**src/rtl/imem_loader_if.sv**
```systemverilog
// Byte-stream, instruction-memory write and status signals of the boot loader.
// The master modport is the host/sender side; the slave modport is the loader.
interface imem_loader_if #(
    parameter int unsigned ADDR_WIDTH = 8
);
    logic                  Start;
    logic [7:0]            RxData;
    logic                  RxValid;
    logic                  RxReady;
    logic [31:0]           MemAddress;
    logic [31:0]           MemWriteData;
    logic                  MemWrite;
    logic                  ProcReset_L;
    logic [31:0]           StartPC;
    logic                  Done;
    logic                  Error;
    logic [ADDR_WIDTH:0]   WordCount;

    modport master (
        output Start, RxData, RxValid,
        input  RxReady, MemAddress, MemWriteData, MemWrite, ProcReset_L, StartPC,
        input  Done, Error, WordCount
    );

    modport slave (
        input  Start, RxData, RxValid,
        output RxReady, MemAddress, MemWriteData, MemWrite, ProcReset_L, StartPC,
        output Done, Error, WordCount
    );
endinterface

```
**src/rtl/imem_loader.sv**
```systemverilog
// Boot-time loader: receives a framed byte stream, writes big-endian words to instruction
// memory, verifies the trailing checksum and releases the processor only after a good frame.
module imem_loader #(
    parameter int unsigned ADDR_WIDTH = 8,
    parameter logic [31:0] BASE_ADDR  = 32'h0000_0000
) (
    input logic          CLK,
    input logic          Reset_L,
    imem_loader_if.slave bus
);
    localparam int unsigned CntW     = ADDR_WIDTH + 1;
    localparam logic [16:0] MaxWords = 17'(1) << ADDR_WIDTH;

    typedef enum logic [2:0] {
        StIdle, StHdrHi, StHdrLo, StPayload, StWrite, StCheck, StDone, StError
    } state_e;

    state_e            state_q, state_d;
    logic [15:0]       n_q, n_d;
    logic [1:0]        lane_q, lane_d;
    logic [31:0]       word_q, word_d;
    logic [7:0]        csum_q, csum_d;
    logic [CntW-1:0]   wc_q, wc_d;
    logic              rx_ready_q, rx_ready_d;
    logic              mem_write_q, mem_write_d;
    logic [31:0]       mem_addr_q, mem_addr_d;
    logic [31:0]       mem_wdata_q, mem_wdata_d;
    logic              proc_reset_l_q, proc_reset_l_d;
    logic              done_q, done_d;
    logic              error_q, error_d;

    logic              accept;
    logic [15:0]       n_full;
    logic [CntW-1:0]   wc_inc;

    always_ff @(posedge CLK or negedge Reset_L) begin
        if (!Reset_L) begin
            state_q        <= StIdle;
            n_q            <= '0;
            lane_q         <= '0;
            word_q         <= '0;
            csum_q         <= '0;
            wc_q           <= '0;
            rx_ready_q     <= 1'b0;
            mem_write_q    <= 1'b0;
            mem_addr_q     <= BASE_ADDR;
            mem_wdata_q    <= '0;
            proc_reset_l_q <= 1'b0;
            done_q         <= 1'b0;
            error_q        <= 1'b0;
        end else begin
            state_q        <= state_d;
            n_q            <= n_d;
            lane_q         <= lane_d;
            word_q         <= word_d;
            csum_q         <= csum_d;
            wc_q           <= wc_d;
            rx_ready_q     <= rx_ready_d;
            mem_write_q    <= mem_write_d;
            mem_addr_q     <= mem_addr_d;
            mem_wdata_q    <= mem_wdata_d;
            proc_reset_l_q <= proc_reset_l_d;
            done_q         <= done_d;
            error_q        <= error_d;
        end
    end

    always_comb begin
        state_d     = state_q;
        n_d         = n_q;
        lane_d      = lane_q;
        word_d      = word_q;
        csum_d      = csum_q;
        wc_d        = wc_q;
        mem_write_d = 1'b0;
        mem_addr_d  = mem_addr_q;
        mem_wdata_d = mem_wdata_q;

        accept = bus.RxValid & rx_ready_q;
        n_full = {n_q[15:8], bus.RxData};
        wc_inc = wc_q + 1'b1;

        case (state_q)
            StIdle, StDone, StError: begin
                if (bus.Start) begin
                    state_d = StHdrHi;
                    wc_d    = '0;
                    csum_d  = '0;
                    lane_d  = '0;
                end
            end
            StHdrHi: begin
                if (accept) begin
                    n_d[15:8] = bus.RxData;
                    csum_d    = csum_q + bus.RxData;
                    state_d   = StHdrLo;
                end
            end
            StHdrLo: begin
                if (accept) begin
                    n_d[7:0] = bus.RxData;
                    csum_d   = csum_q + bus.RxData;
                    if ({1'b0, n_full} > MaxWords) begin
                        state_d = StError;
                    end else if (n_full == 16'd0) begin
                        state_d = StCheck;
                    end else begin
                        state_d = StPayload;
                    end
                end
            end
            StPayload: begin
                if (accept) begin
                    word_d = {word_q[23:0], bus.RxData};
                    csum_d = csum_q + bus.RxData;
                    lane_d = lane_q + 2'd1;
                    // Fourth lane: latch the write so the strobe appears as a registered pulse.
                    if (lane_q == 2'd3) begin
                        state_d     = StWrite;
                        mem_write_d = 1'b1;
                        mem_addr_d  = BASE_ADDR + 32'({wc_q, 2'b00});
                        mem_wdata_d = word_d;
                    end
                end
            end
            StWrite: begin
                wc_d    = wc_inc;
                state_d = (17'(wc_inc) == {1'b0, n_q}) ? StCheck : StPayload;
            end
            StCheck: begin
                if (accept) begin
                    state_d = (bus.RxData == csum_q) ? StDone : StError;
                end
            end
            default: state_d = StIdle;
        endcase

        rx_ready_d     = (state_d == StHdrHi) || (state_d == StHdrLo) ||
                         (state_d == StPayload) || (state_d == StCheck);
        done_d         = (state_d == StDone);
        error_d        = (state_d == StError);
        proc_reset_l_d = (state_d == StDone);
    end

    assign bus.RxReady      = rx_ready_q;
    assign bus.MemWrite     = mem_write_q;
    assign bus.MemAddress   = mem_addr_q;
    assign bus.MemWriteData = mem_wdata_q;
    assign bus.ProcReset_L  = proc_reset_l_q;
    assign bus.Done         = done_q;
    assign bus.Error        = error_q;
    assign bus.WordCount    = wc_q;
    assign bus.StartPC      = BASE_ADDR;
endmodule

```
**src/flat_wrapper.sv**
```systemverilog
// flat-port wrapper written by rule: the top's interface ports become plain ports
module imem_loader_flat 
#(
    parameter int unsigned ADDR_WIDTH = 8,
    parameter logic [31:0] BASE_ADDR  = 32'h0000_0000
)
  (CLK, Reset_L, bus_Start, bus_RxData, bus_RxValid, bus_RxReady, bus_MemAddress, bus_MemWriteData, bus_MemWrite, bus_ProcReset_L, bus_StartPC, bus_Done, bus_Error, bus_WordCount);
  imem_loader_if #(.ADDR_WIDTH(ADDR_WIDTH)) bus_i ();
  input logic CLK;
  input logic Reset_L;
  input wire logic [$bits(bus_i.Start)-1:0] bus_Start;
  input wire logic [$bits(bus_i.RxData)-1:0] bus_RxData;
  input wire logic [$bits(bus_i.RxValid)-1:0] bus_RxValid;
  output wire logic [$bits(bus_i.RxReady)-1:0] bus_RxReady;
  output wire logic [$bits(bus_i.MemAddress)-1:0] bus_MemAddress;
  output wire logic [$bits(bus_i.MemWriteData)-1:0] bus_MemWriteData;
  output wire logic [$bits(bus_i.MemWrite)-1:0] bus_MemWrite;
  output wire logic [$bits(bus_i.ProcReset_L)-1:0] bus_ProcReset_L;
  output wire logic [$bits(bus_i.StartPC)-1:0] bus_StartPC;
  output wire logic [$bits(bus_i.Done)-1:0] bus_Done;
  output wire logic [$bits(bus_i.Error)-1:0] bus_Error;
  output wire logic [$bits(bus_i.WordCount)-1:0] bus_WordCount;
  assign bus_i.Start = bus_Start;
  assign bus_i.RxData = bus_RxData;
  assign bus_i.RxValid = bus_RxValid;
  assign bus_RxReady = bus_i.RxReady;
  assign bus_MemAddress = bus_i.MemAddress;
  assign bus_MemWriteData = bus_i.MemWriteData;
  assign bus_MemWrite = bus_i.MemWrite;
  assign bus_ProcReset_L = bus_i.ProcReset_L;
  assign bus_StartPC = bus_i.StartPC;
  assign bus_Done = bus_i.Done;
  assign bus_Error = bus_i.Error;
  assign bus_WordCount = bus_i.WordCount;
  imem_loader #(.ADDR_WIDTH(ADDR_WIDTH), .BASE_ADDR(BASE_ADDR)) u_core (.CLK(CLK), .Reset_L(Reset_L), .bus(bus_i));
endmodule
```
**config.mk**
```make
export PLATFORM = sky130hd
export DESIGN_NAME = imem_loader_flat
export DESIGN_NICKNAME = d
export VERILOG_FILES = /design/src/rtl/imem_loader_if.sv /design/src/rtl/imem_loader.sv /design/src/flat_wrapper.sv
export SDC_FILE = /design/constraint.sdc
export NUM_CORES = 1
export LEC_CHECK = 0
export CORE_ASPECT_RATIO = 1.1
export CORE_MARGIN = 5
export CORE_UTILIZATION = 54
export DETAILED_ROUTE_END_ITERATION = 6
export HOLD_SLACK_MARGIN = 0.15
export PLACE_DENSITY = 0.88
export SLEW_MARGIN = 20
export SYNTH_ARGS = -nofsm -noshare
export SYNTH_HDL_FRONTEND = slang
export SYNTH_SLANG_ARGS = --single-unit
```
**constraint.sdc**
```tcl
create_clock -name CLK -period 3.3 [get_ports CLK]
set_clock_uncertainty 0.1 [all_clocks]
set_input_delay 0.66 -clock CLK [delete_from_list [all_inputs] [get_ports CLK]]
set_output_delay 0.66 -clock CLK [all_outputs]
set_load 0.02 [all_outputs]
```
==> results.md <==
- Status: finished clean
- Net switching power: 0.00182 W
- Tightest Pin Transition: 0.859 ns
- Fin crit share: 80.2%
- Crit path capture: u_core.csum_q[7]
- Rel. slew slack: 42.3%
- Largest net degree at the start of global routing: 56
- Mapped Cells: between 400 and 500
- Sum Neg Setup Slack: 0 ns
- Routed len/inst: roughly 17 µm
- Area growth from synthesis to layout: 16.6%
- Grt ovf: 0
- Placed cell areas: 5840 µm²
- Post-synth top flop: dfrtp_1
- Multi-input gate area: 2240 µm²
- DR pass1 iterations: 5
- Clock Sinks: 107
- P_leak: 2.76 nW
- R2r setup slk: between 0.9 and 1 ns
- DR iter-0 viols: roughly 240
- Worst setup EP type: flip-flop
- Syn Area/Cell: 11.8 µm²
- Total Routing Usage GR: approximately 19%
- Initial antenna violation count: 0
- Die extent in y: 113 µm
- Top cells by area, synth: dfrtp_1, mux2_2, buf_4, nand2_1, xnor2_1
- Logic pwr share: between 30% and 40%
- Net Sw Frac: about 35%
- Commonest cells after routing, fill and taps aside: dfrtp_1, mux2_2, clkdlybuf4s50_1, conb_1, nand2_1
- Fmax: 378 MHz
- Critical setup path kind: input port to flip-flop
- Power per cell area: 860 nW/µm²
- Worst path required time: 3.49 ns
- Die width: 104 µm
- Hold buffers post-CTS: 0
- Clk buf depth: 2
- Slew Viols, Final: 0
- GP Congestion: 0.918
- CTS clk-pin slew, worst paths: 0.10 ns
- FF+latch area: 2680 µm²
- CTS tree: built
- Critical path cell sequence: clkdlybuf4s50_1 > ha_1 > a21o_1 > a21oi_1 > o21ai_0 > o41ai_1 > xor2_1 > a21oi_1 > o22ai_1
- Maximum vdd drop: 0.453 mV
- Crit path from: bus_RxData[1]
- P_int: 0.00343 W
- Min cycle time layout: 2.65 ns
- Crit-path max FO: 6
- Clock latency on the worst-skew pair: 0.37 ns
- Ant diodes: 0
- Cell mode on critical path: a21oi_1
- Total CTS buffers: 9
- EDFF count, synth: 0
- # IOs: 122
- CTS H-tree depth: 3
- Final setup vio count: 0
- Fillers: between 700 and 800
- DP HPWL: between 7 and 8 mm
- Drt total wl: ~11 mm
- Max_cap viols: 0
- Vias in the first global route: between 3000 and 4000
- Share of the synthesized area in the top cell type: 51.2%
- Yosys reg bits: around 110
- Initial core utilization: a little under three fifths
- CTS Root Buffer Type: clkbuf_8
- Mapped cell area: 5230 µm²
- RR Startpoint: u_core.bus.WordCount[0]
- Yosys warns: 0
- Fraction of layout cells with a size suffix above 1: around 22%
- Async set-reset flop share out of synthesis: 100%
- Post-DRT Antenna Nets: 0
- Slowest cell on crit path: clkdlybuf4s50_1
- Site Rows: 37
- Slowest stage delay, CP: 0.52 ns
- Area leader, netlist: dfrtp_1
- Vias per cell: ~5.4
- Class of the worst hold path: input port to asynchronous set/reset pin
- First-pass GRT wire length: 17.8 mm
- Seq pwr share: roughly 42%
- Final instance area: 6100 µm²
- DRC viols: 0
- Post-cts sizing count: 0
- Worst R2R Path Depth: 8
- RSZ-0062 raised after global routing: no
- Clk network pwr share: between 10% and 20%
- Dpl ws: about 0.26 ns
- Fin cells: 632
- Commonest non-fill, non-tap cell in the layout: dfrtp_1
- R2r endpoint: u_core.bus.Error
- Via count: 3406
- Post-CTS Setup Inserts: 0
- Inst Count DP: about 620
- Synth cell types: 45
- Worst Path Arrival: 2.84 ns
- Core area: 9400 µm²
- Worst Slack Setup Final: approximately 0.65 ns
- Sequential-to-total area share from yosys stat: 51.2%
- Startpoint types: input port
- Final #Nets: roughly 530
- Final number of hold-violating endpoints: 0
- Die Area: 11800 µm²
- IO buf count: 66
==> worst min-delay path by stage <==
stage / endpoint / slack, ns / cells past startpoint
after floorplan: u_core.bus.Error / 0.26 / 0
after global routing: u_core.bus.WordCount[4] / 0.26 / 1
after CTS: u_core.bus.WordCount[4] / 0.23 / 1
after detailed placement: u_core.csum_q[2] / 0.37 / 2
final: u_core.bus.WordCount[4] / 0.22 / 1
after global placement: u_core.csum_q[2] / 0.36 / 2
==> layer usage <==
layer	track usage, %	share of wire [%]
met4	8.64	3.2
met1	22.3	40
met5	0	0
met2	31.4	50
met3	4.62	6.7
==> cell type report <==
| type | count | area share, % |
|---|---|---|
| tap | 117 | 2.40 |
| multi-input combinational | 309 | 36.7 |
| sequential | 107 | 43.9 |
| timing repair buffer | 74 | 12.2 |
| clock buffer | 12 | 2.71 |
| clock inverter | 4 | 1.56 |
| inverter | 9 | 0.554 |
==> cell usage after synthesis (2+ instances only) <==
master and number:
nor2_1 13, a21oi_1 9, nor4_1 3, clkbuf_1 8, dfrtp_1 107, o31ai_1 2, nand2b_1 3, mux2_2 80
nand3b_1 2, a22o_1 4, nor2b_1 2, nand4_1 3, xor2_1 8, nand3_1 9, buf_2 8, ha_1 9
buf_4 56, o21ai_0 24, nor3b_1 2, nor3_1 5, and2_1 2, o41ai_1 2, inv_1 9, a21o_1 3
o21ai_1 2, nor2_2 4, nand2_1 33, xnor2_1 14
==> sequential cells by signal, summed over array words and instances (netlist names) <==
name	count
u_core.bus.RxReady	1
u_core.bus.ProcReset_L	1
u_core.bus.MemWriteData	32
u_core.state_q	3
u_core.n_q	16
u_core.csum_q	8
u_core.bus.WordCount	9
u_core.bus.MemWrite	1
u_core.lane_q	2
u_core.word_q	24
u_core.bus.Error	1
u_core.bus.MemAddress	9
==> through the flow <==
stage	power (W)	hold WS, ns	utilization (%)
6_report	0.00525	0.218	64.9
5_1_grt	0.00556	0.260	64.9
4_1_cts	0.00529	0.225	64.9
3_5_place_dp	0.00429	0.374	62.1
3_3_place_gp	0.00415	0.360	62.1
2_1_floorplan	0.00355	0.264	-
==> power groups by stage <==
stage	Clock [W]	Sequential (W)	Combinational [W]
2_1_floorplan	0	0.00231	0.00125
3_3_place_gp	0	0.00216	0.00199
3_5_place_dp	0	0.00220	0.00209
4_1_cts	0.00102	0.00218	0.00209
5_1_grt	0.00107	0.00224	0.00225
6_report	0.000990	0.00218	0.00208
==> worst max-delay path: cells and delay by family <==
kind,cells,cell delay (ns)
compound gates,6,1.08
buf+inv,1,0.52
fa+ha+maj,1,0.36
xor+xnor,1,0.23
==> kinds of logic (layout without fill, tap and decap cells) <==
group                      count (synthesis)  after routing  share of synthesized area (%)
buffers and inverters                     81             99                           10.0
and+or+nand+nor                           85             85                           8.18
other                                      1             55                         0.0717
DFF                                      107            107                           51.2
AOI/OAI and AO/OA                         56             56                           6.93
muxes                                     81             81                           17.4
xor gates and xnor gates                  22             22                           3.68
adders and majority gates                 10             10                           2.53
Power figures use the tool's default switching activity.
